## config.mk

```make
export PLATFORM = sky130hd
export DESIGN_NAME = execute_stage_flat
export DESIGN_NICKNAME = d
export VERILOG_FILES = /design/src/rtl/multicore_pkg.sv /design/src/rtl/execute_stage_if.sv /design/src/rtl/execute_stage_muldiv.sv /design/src/rtl/execute_stage.sv /design/src/flat_wrapper.sv
export SDC_FILE = /design/constraint.sdc
export NUM_CORES = 2
export LEC_CHECK = 0
export ABC_AREA = 1
export ABC_CLOCK_PERIOD_IN_PS = 3000
export BUFFER_PORTS_ARGS = -buffer_cell sky130_fd_sc_hd__buf_2
export CAP_MARGIN = 10
export CORE_MARGIN = 4
export CORE_UTILIZATION = 25
export DETAILED_ROUTE_END_ITERATION = 6
export HOLD_SLACK_MARGIN = 0.05
export PLACE_DENSITY = 0.36
export SLEW_MARGIN = 5
export SYNTH_ARGS = -nofsm -noshare
export SYNTH_HDL_FRONTEND = slang
export SYNTH_SLANG_ARGS = --single-unit
```

## constraint.sdc

```tcl
create_clock -name i_aclk -period 3 [get_ports i_aclk]
set_input_delay 0.6 -clock i_aclk [delete_from_list [all_inputs] [get_ports i_aclk]]
set_output_delay 0.6 -clock i_aclk [all_outputs]
set_load 0.02 [all_outputs]
```

## src/rtl/multicore_pkg.sv

```systemverilog
// Shared types and constants for the multicore pipeline.
// Provides the data/instruction widths, the register-file size, the
// load/store control encodings, the execute-stage operation encoding
// and the multiply/divide iteration count.
package multicore_pkg;

  localparam int DATA_SIZE    = 32;
  localparam int INST_SIZE    = 32;
  localparam int NUM_REGS     = 32;
  localparam int REG_ADDR_W   = $clog2(NUM_REGS);
  localparam int MULDIV_ITERS = 32;

  typedef enum logic [2:0] {
    LD_B  = 3'd0,
    LD_H  = 3'd1,
    LD_W  = 3'd2,
    LD_BU = 3'd3,
    LD_HU = 3'd4
  } t_ldop;

  typedef enum logic [1:0] {
    ST_B = 2'd0,
    ST_H = 2'd1,
    ST_W = 2'd2
  } t_sop;

  // 11 single-cycle ALU ops followed by the 8 RV32M ops.
  typedef enum logic [4:0] {
    ALU_ADD    = 5'd0,
    ALU_SUB    = 5'd1,
    ALU_SLL    = 5'd2,
    ALU_SLT    = 5'd3,
    ALU_SLTU   = 5'd4,
    ALU_XOR    = 5'd5,
    ALU_SRL    = 5'd6,
    ALU_SRA    = 5'd7,
    ALU_OR     = 5'd8,
    ALU_AND    = 5'd9,
    ALU_PASSB  = 5'd10,
    ALU_MUL    = 5'd11,
    ALU_MULH   = 5'd12,
    ALU_MULHSU = 5'd13,
    ALU_MULHU  = 5'd14,
    ALU_DIV    = 5'd15,
    ALU_DIVU   = 5'd16,
    ALU_REM    = 5'd17,
    ALU_REMU   = 5'd18
  } t_aluop;

  typedef enum logic [1:0] {
    MD_IDLE = 2'd0,
    MD_CALC = 2'd1,
    MD_DONE = 2'd2
  } t_md_state;

  function automatic logic is_muldiv(input t_aluop op);
    return op inside {ALU_MUL, ALU_MULH, ALU_MULHSU, ALU_MULHU,
                      ALU_DIV, ALU_DIVU, ALU_REM, ALU_REMU};
  endfunction

  function automatic logic is_div(input t_aluop op);
    return op inside {ALU_DIV, ALU_DIVU, ALU_REM, ALU_REMU};
  endfunction

endpackage

```

## src/rtl/execute_stage_if.sv

```systemverilog
// ID/EX -> EX -> EX/MEM bundle of the execute stage.
// i_* signals come from decode/register-read and the hazard unit
// (i_en), o_* signals are the registered EX/MEM values plus the
// combinational stall request o_busy.
//   master : upstream/downstream environment (drives i_*, reads o_*)
//   slave  : execute_stage (reads i_*, drives o_*)
interface execute_stage_if;
  import multicore_pkg::*;

  logic                  i_en;
  logic                  i_valid;
  logic [DATA_SIZE-1:0]  i_opa;
  logic [DATA_SIZE-1:0]  i_opb;
  t_aluop                i_aluop;
  logic [DATA_SIZE-1:0]  i_rs2_data;
  logic [INST_SIZE-1:0]  i_pcplus4;
  logic [REG_ADDR_W-1:0] i_rdest;
  logic                  i_cu_regwrite;
  logic                  i_cu_memaccess;
  logic                  i_mem_we;
  logic [1:0]            i_cu_memtoreg;
  t_ldop                 i_ldop;
  t_sop                  i_sop;

  logic [DATA_SIZE-1:0]  o_exe_out;
  logic [DATA_SIZE-1:0]  o_mem_wdata;
  logic [INST_SIZE-1:0]  o_pcplus4;
  logic [REG_ADDR_W-1:0] o_rdest;
  logic                  o_cu_regwrite;
  logic                  o_cu_memaccess;
  logic                  o_mem_we;
  logic [1:0]            o_cu_memtoreg;
  t_ldop                 o_ldop;
  t_sop                  o_sop;
  logic                  o_busy;

  modport master (
    output i_en, i_valid, i_opa, i_opb, i_aluop, i_rs2_data, i_pcplus4,
           i_rdest, i_cu_regwrite, i_cu_memaccess, i_mem_we,
           i_cu_memtoreg, i_ldop, i_sop,
    input  o_exe_out, o_mem_wdata, o_pcplus4, o_rdest, o_cu_regwrite,
           o_cu_memaccess, o_mem_we, o_cu_memtoreg, o_ldop, o_sop, o_busy
  );

  modport slave (
    input  i_en, i_valid, i_opa, i_opb, i_aluop, i_rs2_data, i_pcplus4,
           i_rdest, i_cu_regwrite, i_cu_memaccess, i_mem_we,
           i_cu_memtoreg, i_ldop, i_sop,
    output o_exe_out, o_mem_wdata, o_pcplus4, o_rdest, o_cu_regwrite,
           o_cu_memaccess, o_mem_we, o_cu_memtoreg, o_ldop, o_sop, o_busy
  );

endinterface

```

## src/rtl/execute_stage_muldiv.sv

```systemverilog
// muldiv_unit: iterative RV32M multiply/divide.
// Ports:
//   i_aclk, i_areset_n : clock, async active-low reset
//   i_start            : valid M op presented (sampled in IDLE only)
//   i_op, i_a, i_b     : operation and operands, held stable while busy
//   i_ack              : EX/MEM advance; releases DONE back to IDLE
//   o_done             : result valid on o_result
//   o_result           : selected word of the final product/quotient/rem
// Operands are reduced to magnitudes up front, a 32-step unsigned
// shift-add multiply or restoring divide runs in a 64-bit accumulator,
// and the sign is reapplied on the way out.
module muldiv_unit
  import multicore_pkg::*;
(
  input  logic                 i_aclk,
  input  logic                 i_areset_n,
  input  logic                 i_start,
  input  t_aluop               i_op,
  input  logic [DATA_SIZE-1:0] i_a,
  input  logic [DATA_SIZE-1:0] i_b,
  input  logic                 i_ack,
  output logic                 o_done,
  output logic [DATA_SIZE-1:0] o_result
);

  localparam int W = DATA_SIZE;
  localparam logic [W-1:0] SIGNED_MIN = {1'b1, {(W-1){1'b0}}};
  localparam logic [5:0]   LAST_ITER  = 6'(MULDIV_ITERS - 1);

  t_md_state        state_q, state_d;
  logic [5:0]       cnt_q, cnt_d;
  logic [2*W-1:0]   acc_q, acc_d;
  logic [W-1:0]     opnd_q, opnd_d;  // multiplicand or divisor magnitude
  logic             neg_q, neg_d;    // final result must be negated
  t_aluop           op_q, op_d;

  // Operand conditioning for the start cycle.
  logic         a_signed, b_signed, a_neg, b_neg, div_op, div_zero, div_ovf;
  logic [W-1:0] mag_a, mag_b;

  assign a_signed = i_op inside {ALU_MULH, ALU_MULHSU, ALU_DIV, ALU_REM};
  assign b_signed = i_op inside {ALU_MULH, ALU_DIV, ALU_REM};
  assign a_neg    = a_signed & i_a[W-1];
  assign b_neg    = b_signed & i_b[W-1];
  assign mag_a    = a_neg ? -i_a : i_a;
  assign mag_b    = b_neg ? -i_b : i_b;
  assign div_op   = is_div(i_op);
  assign div_zero = div_op && (i_b == '0);
  assign div_ovf  = (i_op inside {ALU_DIV, ALU_REM}) &&
                    (i_a == SIGNED_MIN) && (i_b == '1);

  // One shift-add step: conditionally add the multiplicand into the
  // high half (keeping the carry) and shift the whole product right.
  logic [W:0]     mul_sum;
  logic [2*W-1:0] mul_next;
  assign mul_sum  = {1'b0, acc_q[2*W-1:W]} + {1'b0, opnd_q};
  assign mul_next = acc_q[0] ? {mul_sum, acc_q[W-1:1]}
                             : {1'b0, acc_q[2*W-1:1]};

  // One restoring step: bring the next dividend bit into the partial
  // remainder and subtract the divisor when it fits.
  logic [W:0]     rem_sh, rem_diff;
  logic           rem_ge;
  logic [2*W-1:0] div_next;
  assign rem_sh   = {acc_q[2*W-1:W], acc_q[W-1]};
  assign rem_ge   = rem_sh >= {1'b0, opnd_q};
  assign rem_diff = rem_sh - {1'b0, opnd_q};
  assign div_next = {(rem_ge ? rem_diff[W-1:0] : rem_sh[W-1:0]),
                     acc_q[W-2:0], rem_ge};

  // NOTE: every process that assigns in always_comb starts from a full
  // set of defaults so no path can leave a signal unassigned (no latches).
  always_comb begin
    state_d = state_q;
    cnt_d   = cnt_q;
    acc_d   = acc_q;
    opnd_d  = opnd_q;
    neg_d   = neg_q;
    op_d    = op_q;
    unique case (state_q)
      MD_IDLE: begin
        if (i_start) begin
          op_d  = i_op;
          cnt_d = '0;
          if (div_zero) begin
            // Quotient all ones, remainder is the raw dividend.
            acc_d   = {i_a, {W{1'b1}}};
            neg_d   = 1'b0;
            state_d = MD_DONE;
          end else if (div_ovf) begin
            acc_d   = {{W{1'b0}}, SIGNED_MIN};
            neg_d   = 1'b0;
            state_d = MD_DONE;
          end else begin
            acc_d   = {{W{1'b0}}, (div_op ? mag_a : mag_b)};
            opnd_d  = div_op ? mag_b : mag_a;
            // Remainder follows the dividend; everything else the XOR.
            neg_d   = (i_op inside {ALU_REM, ALU_REMU}) ? a_neg
                                                        : (a_neg ^ b_neg);
            state_d = MD_CALC;
          end
        end
      end
      MD_CALC: begin
        acc_d = is_div(op_q) ? div_next : mul_next;
        cnt_d = cnt_q + 6'd1;
        if (cnt_q == LAST_ITER) state_d = MD_DONE;
      end
      MD_DONE: begin
        if (i_ack) state_d = MD_IDLE;
      end
      default: state_d = MD_IDLE;
    endcase
  end

  // NOTE: sequential state uses non-blocking assignments only, so every
  // register samples the pre-edge value of every other register.
  // NOTE: the accumulator and operand registers are reset alongside the
  // FSM; they are a handful of flops, not a memory array, and a known
  // value keeps o_result deterministic after reset.
  always_ff @(posedge i_aclk or negedge i_areset_n) begin
    if (!i_areset_n) begin
      state_q <= MD_IDLE;
      cnt_q   <= '0;
      acc_q   <= '0;
      opnd_q  <= '0;
      neg_q   <= 1'b0;
      op_q    <= ALU_ADD;
    end else begin
      state_q <= state_d;
      cnt_q   <= cnt_d;
      acc_q   <= acc_d;
      opnd_q  <= opnd_d;
      neg_q   <= neg_d;
      op_q    <= op_d;
    end
  end

  // Result selection and sign restoration.
  logic [2*W-1:0] prod;
  logic [W-1:0]   div_word;
  logic [W-1:0]   div_res;

  assign prod     = neg_q ? -acc_q : acc_q;
  assign div_word = (op_q inside {ALU_REM, ALU_REMU}) ? acc_q[2*W-1:W]
                                                      : acc_q[W-1:0];
  assign div_res  = neg_q ? -div_word : div_word;

  assign o_done   = (state_q == MD_DONE);
  assign o_result = is_div(op_q)       ? div_res :
                    (op_q == ALU_MUL)  ? prod[W-1:0] : prod[2*W-1:W];

endmodule

```

## src/rtl/execute_stage.sv

```systemverilog
// execute_stage: pipeline execute stage between decode/register-read
// and mem_access.
// Ports:
//   i_aclk, i_areset_n : clock, async active-low reset
//   bus (slave)        : ID/EX inputs, hazard-unit advance i_en,
//                        registered EX/MEM outputs and stall request o_busy
// Parameter MULDIV_EN: 1 instantiates muldiv_unit, 0 executes M ops as ADD.
// Single-cycle ops are computed combinationally; M ops stall the stage
// (o_busy) while muldiv_unit iterates, during which bubbles are loaded
// into EX/MEM.
module execute_stage
  import multicore_pkg::*;
#(
  parameter bit MULDIV_EN = 1'b1
) (
  input  logic          i_aclk,
  input  logic          i_areset_n,
  execute_stage_if.slave bus
);

  localparam int W = DATA_SIZE;

  logic [4:0]   shamt;
  logic [W-1:0] alu_res;
  logic [W-1:0] exe_res;
  logic         busy;

  assign shamt = bus.i_opb[4:0];

  // M-op encodings fall into the default (ADD); with muldiv enabled the
  // muldiv result replaces it below.
  always_comb begin
    alu_res = bus.i_opa + bus.i_opb;
    case (bus.i_aluop)
      ALU_SUB:   alu_res = bus.i_opa - bus.i_opb;
      ALU_SLL:   alu_res = bus.i_opa << shamt;
      ALU_SLT:   alu_res = {{(W-1){1'b0}},
                            ($signed(bus.i_opa) < $signed(bus.i_opb))};
      ALU_SLTU:  alu_res = {{(W-1){1'b0}}, (bus.i_opa < bus.i_opb)};
      ALU_XOR:   alu_res = bus.i_opa ^ bus.i_opb;
      ALU_SRL:   alu_res = bus.i_opa >> shamt;
      ALU_SRA:   alu_res = W'($signed(bus.i_opa) >>> shamt);
      ALU_OR:    alu_res = bus.i_opa | bus.i_opb;
      ALU_AND:   alu_res = bus.i_opa & bus.i_opb;
      ALU_PASSB: alu_res = bus.i_opb;
      default:   ;
    endcase
  end

  generate
    if (MULDIV_EN) begin : g_muldiv
      logic         md_start;
      logic         md_done;
      logic [W-1:0] md_result;

      // Bubbles never start the unit.
      assign md_start = bus.i_valid & is_muldiv(bus.i_aluop);

      muldiv_unit u_muldiv (
        .i_aclk     (i_aclk),
        .i_areset_n (i_areset_n),
        .i_start    (md_start),
        .i_op       (bus.i_aluop),
        .i_a        (bus.i_opa),
        .i_b        (bus.i_opb),
        .i_ack      (bus.i_en),
        .o_done     (md_done),
        .o_result   (md_result)
      );

      assign busy    = md_start & ~md_done;
      assign exe_res = is_muldiv(bus.i_aluop) ? md_result : alu_res;
    end else begin : g_no_muldiv
      assign busy    = 1'b0;
      assign exe_res = alu_res;
    end
  endgenerate

  assign bus.o_busy = busy;

  // EX/MEM registers. While busy the side-effecting control bits are
  // cleared (bubble); data fields load regardless since they are ignored
  // without those bits. i_en low freezes everything.
  always_ff @(posedge i_aclk or negedge i_areset_n) begin
    if (!i_areset_n) begin
      bus.o_exe_out      <= '0;
      bus.o_mem_wdata    <= '0;
      bus.o_pcplus4      <= '0;
      bus.o_rdest        <= '0;
      bus.o_cu_regwrite  <= 1'b0;
      bus.o_cu_memaccess <= 1'b0;
      bus.o_mem_we       <= 1'b0;
      bus.o_cu_memtoreg  <= '0;
      bus.o_ldop         <= LD_B;
      bus.o_sop          <= ST_B;
    end else if (bus.i_en) begin
      bus.o_exe_out      <= exe_res;
      bus.o_mem_wdata    <= bus.i_rs2_data;
      bus.o_pcplus4      <= bus.i_pcplus4;
      bus.o_rdest        <= bus.i_rdest;
      bus.o_cu_regwrite  <= bus.i_cu_regwrite  & bus.i_valid & ~busy;
      bus.o_cu_memaccess <= bus.i_cu_memaccess & bus.i_valid & ~busy;
      bus.o_mem_we       <= bus.i_mem_we       & bus.i_valid & ~busy;
      bus.o_cu_memtoreg  <= bus.i_cu_memtoreg;
      bus.o_ldop         <= bus.i_ldop;
      bus.o_sop          <= bus.i_sop;
    end
  end

endmodule

```

## src/flat_wrapper.sv

```systemverilog
// flat-port wrapper written by rule: the top's interface ports become plain ports
module execute_stage_flat import multicore_pkg::*;
#(
  parameter bit MULDIV_EN = 1'b1
)
  (i_aclk, i_areset_n, bus_i_en, bus_i_valid, bus_i_opa, bus_i_opb, bus_i_aluop, bus_i_rs2_data, bus_i_pcplus4, bus_i_rdest, bus_i_cu_regwrite, bus_i_cu_memaccess, bus_i_mem_we, bus_i_cu_memtoreg, bus_i_ldop, bus_i_sop, bus_o_exe_out, bus_o_mem_wdata, bus_o_pcplus4, bus_o_rdest, bus_o_cu_regwrite, bus_o_cu_memaccess, bus_o_mem_we, bus_o_cu_memtoreg, bus_o_ldop, bus_o_sop, bus_o_busy);
  execute_stage_if bus_i ();
  input  logic i_aclk;
  input  logic i_areset_n;
  input wire logic [$bits(bus_i.i_en)-1:0] bus_i_en;
  input wire logic [$bits(bus_i.i_valid)-1:0] bus_i_valid;
  input wire logic [$bits(bus_i.i_opa)-1:0] bus_i_opa;
  input wire logic [$bits(bus_i.i_opb)-1:0] bus_i_opb;
  input wire logic [$bits(bus_i.i_aluop)-1:0] bus_i_aluop;
  input wire logic [$bits(bus_i.i_rs2_data)-1:0] bus_i_rs2_data;
  input wire logic [$bits(bus_i.i_pcplus4)-1:0] bus_i_pcplus4;
  input wire logic [$bits(bus_i.i_rdest)-1:0] bus_i_rdest;
  input wire logic [$bits(bus_i.i_cu_regwrite)-1:0] bus_i_cu_regwrite;
  input wire logic [$bits(bus_i.i_cu_memaccess)-1:0] bus_i_cu_memaccess;
  input wire logic [$bits(bus_i.i_mem_we)-1:0] bus_i_mem_we;
  input wire logic [$bits(bus_i.i_cu_memtoreg)-1:0] bus_i_cu_memtoreg;
  input wire logic [$bits(bus_i.i_ldop)-1:0] bus_i_ldop;
  input wire logic [$bits(bus_i.i_sop)-1:0] bus_i_sop;
  output wire logic [$bits(bus_i.o_exe_out)-1:0] bus_o_exe_out;
  output wire logic [$bits(bus_i.o_mem_wdata)-1:0] bus_o_mem_wdata;
  output wire logic [$bits(bus_i.o_pcplus4)-1:0] bus_o_pcplus4;
  output wire logic [$bits(bus_i.o_rdest)-1:0] bus_o_rdest;
  output wire logic [$bits(bus_i.o_cu_regwrite)-1:0] bus_o_cu_regwrite;
  output wire logic [$bits(bus_i.o_cu_memaccess)-1:0] bus_o_cu_memaccess;
  output wire logic [$bits(bus_i.o_mem_we)-1:0] bus_o_mem_we;
  output wire logic [$bits(bus_i.o_cu_memtoreg)-1:0] bus_o_cu_memtoreg;
  output wire logic [$bits(bus_i.o_ldop)-1:0] bus_o_ldop;
  output wire logic [$bits(bus_i.o_sop)-1:0] bus_o_sop;
  output wire logic [$bits(bus_i.o_busy)-1:0] bus_o_busy;
  assign bus_i.i_en = bus_i_en;
  assign bus_i.i_valid = bus_i_valid;
  assign bus_i.i_opa = bus_i_opa;
  assign bus_i.i_opb = bus_i_opb;
  assign bus_i.i_aluop = bus_i_aluop;
  assign bus_i.i_rs2_data = bus_i_rs2_data;
  assign bus_i.i_pcplus4 = bus_i_pcplus4;
  assign bus_i.i_rdest = bus_i_rdest;
  assign bus_i.i_cu_regwrite = bus_i_cu_regwrite;
  assign bus_i.i_cu_memaccess = bus_i_cu_memaccess;
  assign bus_i.i_mem_we = bus_i_mem_we;
  assign bus_i.i_cu_memtoreg = bus_i_cu_memtoreg;
  assign bus_i.i_ldop = bus_i_ldop;
  assign bus_i.i_sop = bus_i_sop;
  assign bus_o_exe_out = bus_i.o_exe_out;
  assign bus_o_mem_wdata = bus_i.o_mem_wdata;
  assign bus_o_pcplus4 = bus_i.o_pcplus4;
  assign bus_o_rdest = bus_i.o_rdest;
  assign bus_o_cu_regwrite = bus_i.o_cu_regwrite;
  assign bus_o_cu_memaccess = bus_i.o_cu_memaccess;
  assign bus_o_mem_we = bus_i.o_mem_we;
  assign bus_o_cu_memtoreg = bus_i.o_cu_memtoreg;
  assign bus_o_ldop = bus_i.o_ldop;
  assign bus_o_sop = bus_i.o_sop;
  assign bus_o_busy = bus_i.o_busy;
  execute_stage #(.MULDIV_EN(MULDIV_EN)) u_core (.i_aclk(i_aclk), .i_areset_n(i_areset_n), .bus(bus_i));
endmodule
```

==> out/summary.txt <==
First-pass GRT wire length -> 304.3 mm
Max Clk Rate -> 345.4 MHz
Port bufs -> 263
Mapped cell area -> 0.03056 mm2
Post-DP HPWL -> 185.2 mm
Most common cell after layout, fill and taps aside -> nand2_1
Top delay family on crit path -> simple AND/OR/NAND/NOR gates
Synthesized flop and latch total -> 221
Vias in the first global route -> 41180
Slew HR -> 53.94%
Ys flop type -> dfrtp_1
RSZ-0062 raised after global routing -> yes
Synth area leader -> nand2_1
Drt pass-1 iters -> 7
FF-to-FF path depth -> 16
TritonCTS Buffers -> 30
DR WL/cell -> 26.47 um
Congestion Overflow GR -> 0
Crit-path slowest cell -> dfrtp_1
CP Depth -> 16
Clock buffer depth -> 3
Initial core utilization -> 25.14%
Area contributors post-synth -> nand2_1 (21%), dfrtp_1 (18%), o21ai_0 (7.4%)
Clock network power share -> 10.3%
Final worst path period need -> 2.895 ns
First DRT Iteration DRCs -> 3947
Post-synth top area share -> 21.40%
Final setup violating endpoints -> 0
Clk slew on worst S/H paths -> 0.06 ns
TritonCTS Sinks -> 221
Sequential Power Share -> 12.9%
Worst Path Max Fanout -> 6
Synthesized instance count -> 5409
GRT Util Overall -> 33.06%
Switching Share -> 56.07%
Post-Route WL -> 218.6 mm
Fin. max-slew vios -> 0
Root buf cell -> clkbuf_16
Initial antenna violation count -> 11
Via-to-Cell Ratio -> 5.116
CP Buf/Inv Count -> 4
Slew @ Worst Pin -> 0.6909 ns
Gpl congestion -> 1.007
Nets -> 6929
Post-synth EDFFs -> 0
I/O pin cnt -> 264
Dpl cell area -> 0.04198 mm2
Kind of critical path -> register to register
Die Ht -> 357.6 um
Clock latency on the worst-skew pair -> 0.60 ns
DP Worst Slack -> -0.8122 ns
Post-Layout Cell Count -> 8259
Hold Violations, Final -> 0
Leakage -> 21.96 nW
CP Capture Type -> register
WP data arrival -> 3.42 ns
Comb power frac -> 76.7%
Tcrit/Tclk final -> 96.51%
Final worst slack -> 0.1047 ns
Core Rows -> 128
Failing checks -> DRC
Worst IR Drop VDD -> 0.0005116 V
Slowest stage delay, CP -> 0.41 ns
Syn_nets -> 5732
Post-DRT Antenna Nets -> 0
Core Area -> 0.1216 mm2
Most frequent cells in the layout -> nand2_1 (1731), buf_4 (1102), nor2_1 (563), inv_1 (457), nand3_1 (439)
Internal power -> 0.01701 W
PwrDens -> 890.0 mW/mm2
Fin Clk Skew -> 0.01654 ns
Dpl cells -> 8193
Post-route cell area -> 0.04350 mm2
CP dominant cell by count -> nand2_1
Yosys cell types -> 61
DRC Markers -> 1
Htree depth -> 1
Post-synthesis async set-or-reset flop share -> 100.0%
Fin Hold WS -> 0.2081 ns
Die W -> 357.6 um
Worst Path Required -> 3.52 ns
Largest net degree at the start of global routing -> 109
Status -> finished, violations left
Worst hold-check path type -> primary input to register
Crit-path cells -> buf_4 -> inv_1 -> buf_12 -> nand4_1 -> nor2_1 -> nand2_1 -> o21ai_4 -> buf_4 -> nand2_1 -> nand2_1 -> nand3_1 -> a31oi_2 -> o21ai_4 -> nand2_1 -> nand2_1 -> nand2_1
Die Area -> 0.1279 mm2
Crit start category -> register
Syn. warnings -> 0
Mapped Avg Cell Area -> 5.649 um2
Sw Pwr -> 0.02171 W
CTS tree -> done
Max_cap viols -> 0
Pwr Total -> 0.03872 W
Worst Hold Depth -> 3
Sequential area share after synthesis -> 18.10%
Share of layout cells above drive strength 1 -> 24.78%
Via Count -> 42260
Synthesis-to-finish area growth -> 42.38%
==> path summary, 6_finish.rpt <==
| path | startpoint | endpoint | slack, ns |
|---|---|---|---|
| setup / recovery | u_core.g_muldiv.u_muldiv.acc_q[33] | u_core.bus.o_exe_out[18] | 0.10 |
| hold / removal | bus_i_rs2_data[22] | u_core.bus.o_mem_wdata[22] | 0.21 |
| setup reg to reg | u_core.g_muldiv.u_muldiv.acc_q[33] | u_core.bus.o_exe_out[18] | 0.10 |
| hold reg to reg | u_core.bus.o_mem_wdata[20] | u_core.bus.o_mem_wdata[20] | 0.47 |
| max in group asynchronous | i_areset_n | u_core.bus.o_exe_out[18] | 1.48 |
| min in group asynchronous | i_areset_n | u_core.g_muldiv.u_muldiv.acc_q[52] | 0.53 |
==> cell families after synthesis <==
kind of cell	count (synthesis)	synth area share, %
flip-flops	221	18.10
XOR/XNOR	99	2.838
adder cells (fa/ha/maj)	171	7.100
buffers and inverters	731	9.349
AO/OA/AOI/OAI	1105	19.99
AND/OR/NAND/NOR	3075	42.39
multiplexers	7	0.2293
==> state kept, by name, summed over array words and instances, names as in the netlist <==
name,flops
u_core.g_muldiv.u_muldiv.acc_q,64
u_core.g_muldiv.u_muldiv.neg_q,1
u_core.g_muldiv.u_muldiv.op_q,5
u_core.bus.o_ldop,3
u_core.bus.o_sop,2
u_core.bus.o_cu_regwrite,1
u_core.bus.o_rdest,5
u_core.g_muldiv.u_muldiv.cnt_q,6
u_core.bus.o_cu_memtoreg,2
u_core.g_muldiv.u_muldiv.opnd_q,32
u_core.bus.o_cu_memaccess,1
u_core.bus.o_pcplus4,32
u_core.bus.o_mem_wdata,32
u_core.bus.o_exe_out,32
u_core.bus.o_mem_we,1
u_core.g_muldiv.u_muldiv.state_q,2
==> what timing repair did <==
item                       CTS  global route
setup endpoints to repair   24            57
gates cloned                 0             1
hold endpoints to repair    39             0
hold buffers                 1             0
pin swaps                    1             4
setup buffers                1             3
gates resized for setup      9            88
==> worst reg2reg max path, cell delays in order (launching register included) <==
cell and delay (ns):
dfrtp_1 0.41, buf_4 0.17, inv_1 0.15, buf_12 0.16
nand4_1 0.22, nor2_1 0.17, nand2_1 0.11, o21ai_4 0.28
buf_4 0.19, nand2_1 0.05, nand2_1 0.05, nand3_1 0.14
a31oi_2 0.29, o21ai_4 0.19, nand2_1 0.12, nand2_1 0.06
nand2_1 0.08
==> metal layers <==
metal	wire [um]	global-route usage (%)
met1	92430	42.86
met2	99450	54.16
met3	12040	3.128
met4	14670	18.15
met5	13	0
==> area by class of cell <==
cell class	instances	area, um2
diodes	4	10.01
flip-flops and latches	221	5532
fillers	13800	78050
well taps	1625	2033
clock buffers	40	868.3
clock inverters	16	229.0
inverters	489	1846
repair buffers	1406	10430
multi-input cells	4458	22560
==> power by group through the flow <==
| stage | Clock (W) | Combinational (W) | Sequential, W |
|---|---|---|---|
| 2_1_floorplan | 0 | 0.0146 | 0.00503 |
| 3_3_place_gp | 0 | 0.0289 | 0.00500 |
| 3_5_place_dp | 0 | 0.0288 | 0.00500 |
| 4_1_cts | 0.00409 | 0.0290 | 0.00495 |
| 5_1_grt | 0.00419 | 0.0321 | 0.00509 |
| 6_report | 0.00400 | 0.0297 | 0.00501 |
==> synthesized netlist by cell type, drive strengths merged, types with 26 or more instances <==
cell / count
nand2: 1767
nor2: 603
o21ai: 477
inv: 473
nand3: 452
a21oi: 388
dfrtp: 221
clkbuf: 167
ha: 167
nand4: 94
xor2: 88
nor3: 80
buf: 75
o211ai: 51
o22ai: 37
a31oi: 35
nor4: 29
or2: 28
o21a: 26
==> metrics by stage <==
step / setup TNS [ns] / util (%)
final: 0 / 35.79
after global routing: -0.1143 / 35.78
after CTS: 0 / 35.49
after detailed placement: -38.79 / 34.53
after global placement: -36.46 / 34.53
after floorplan: -0.01490 / -
Note: power is estimated with default switching activity, not from simulation.
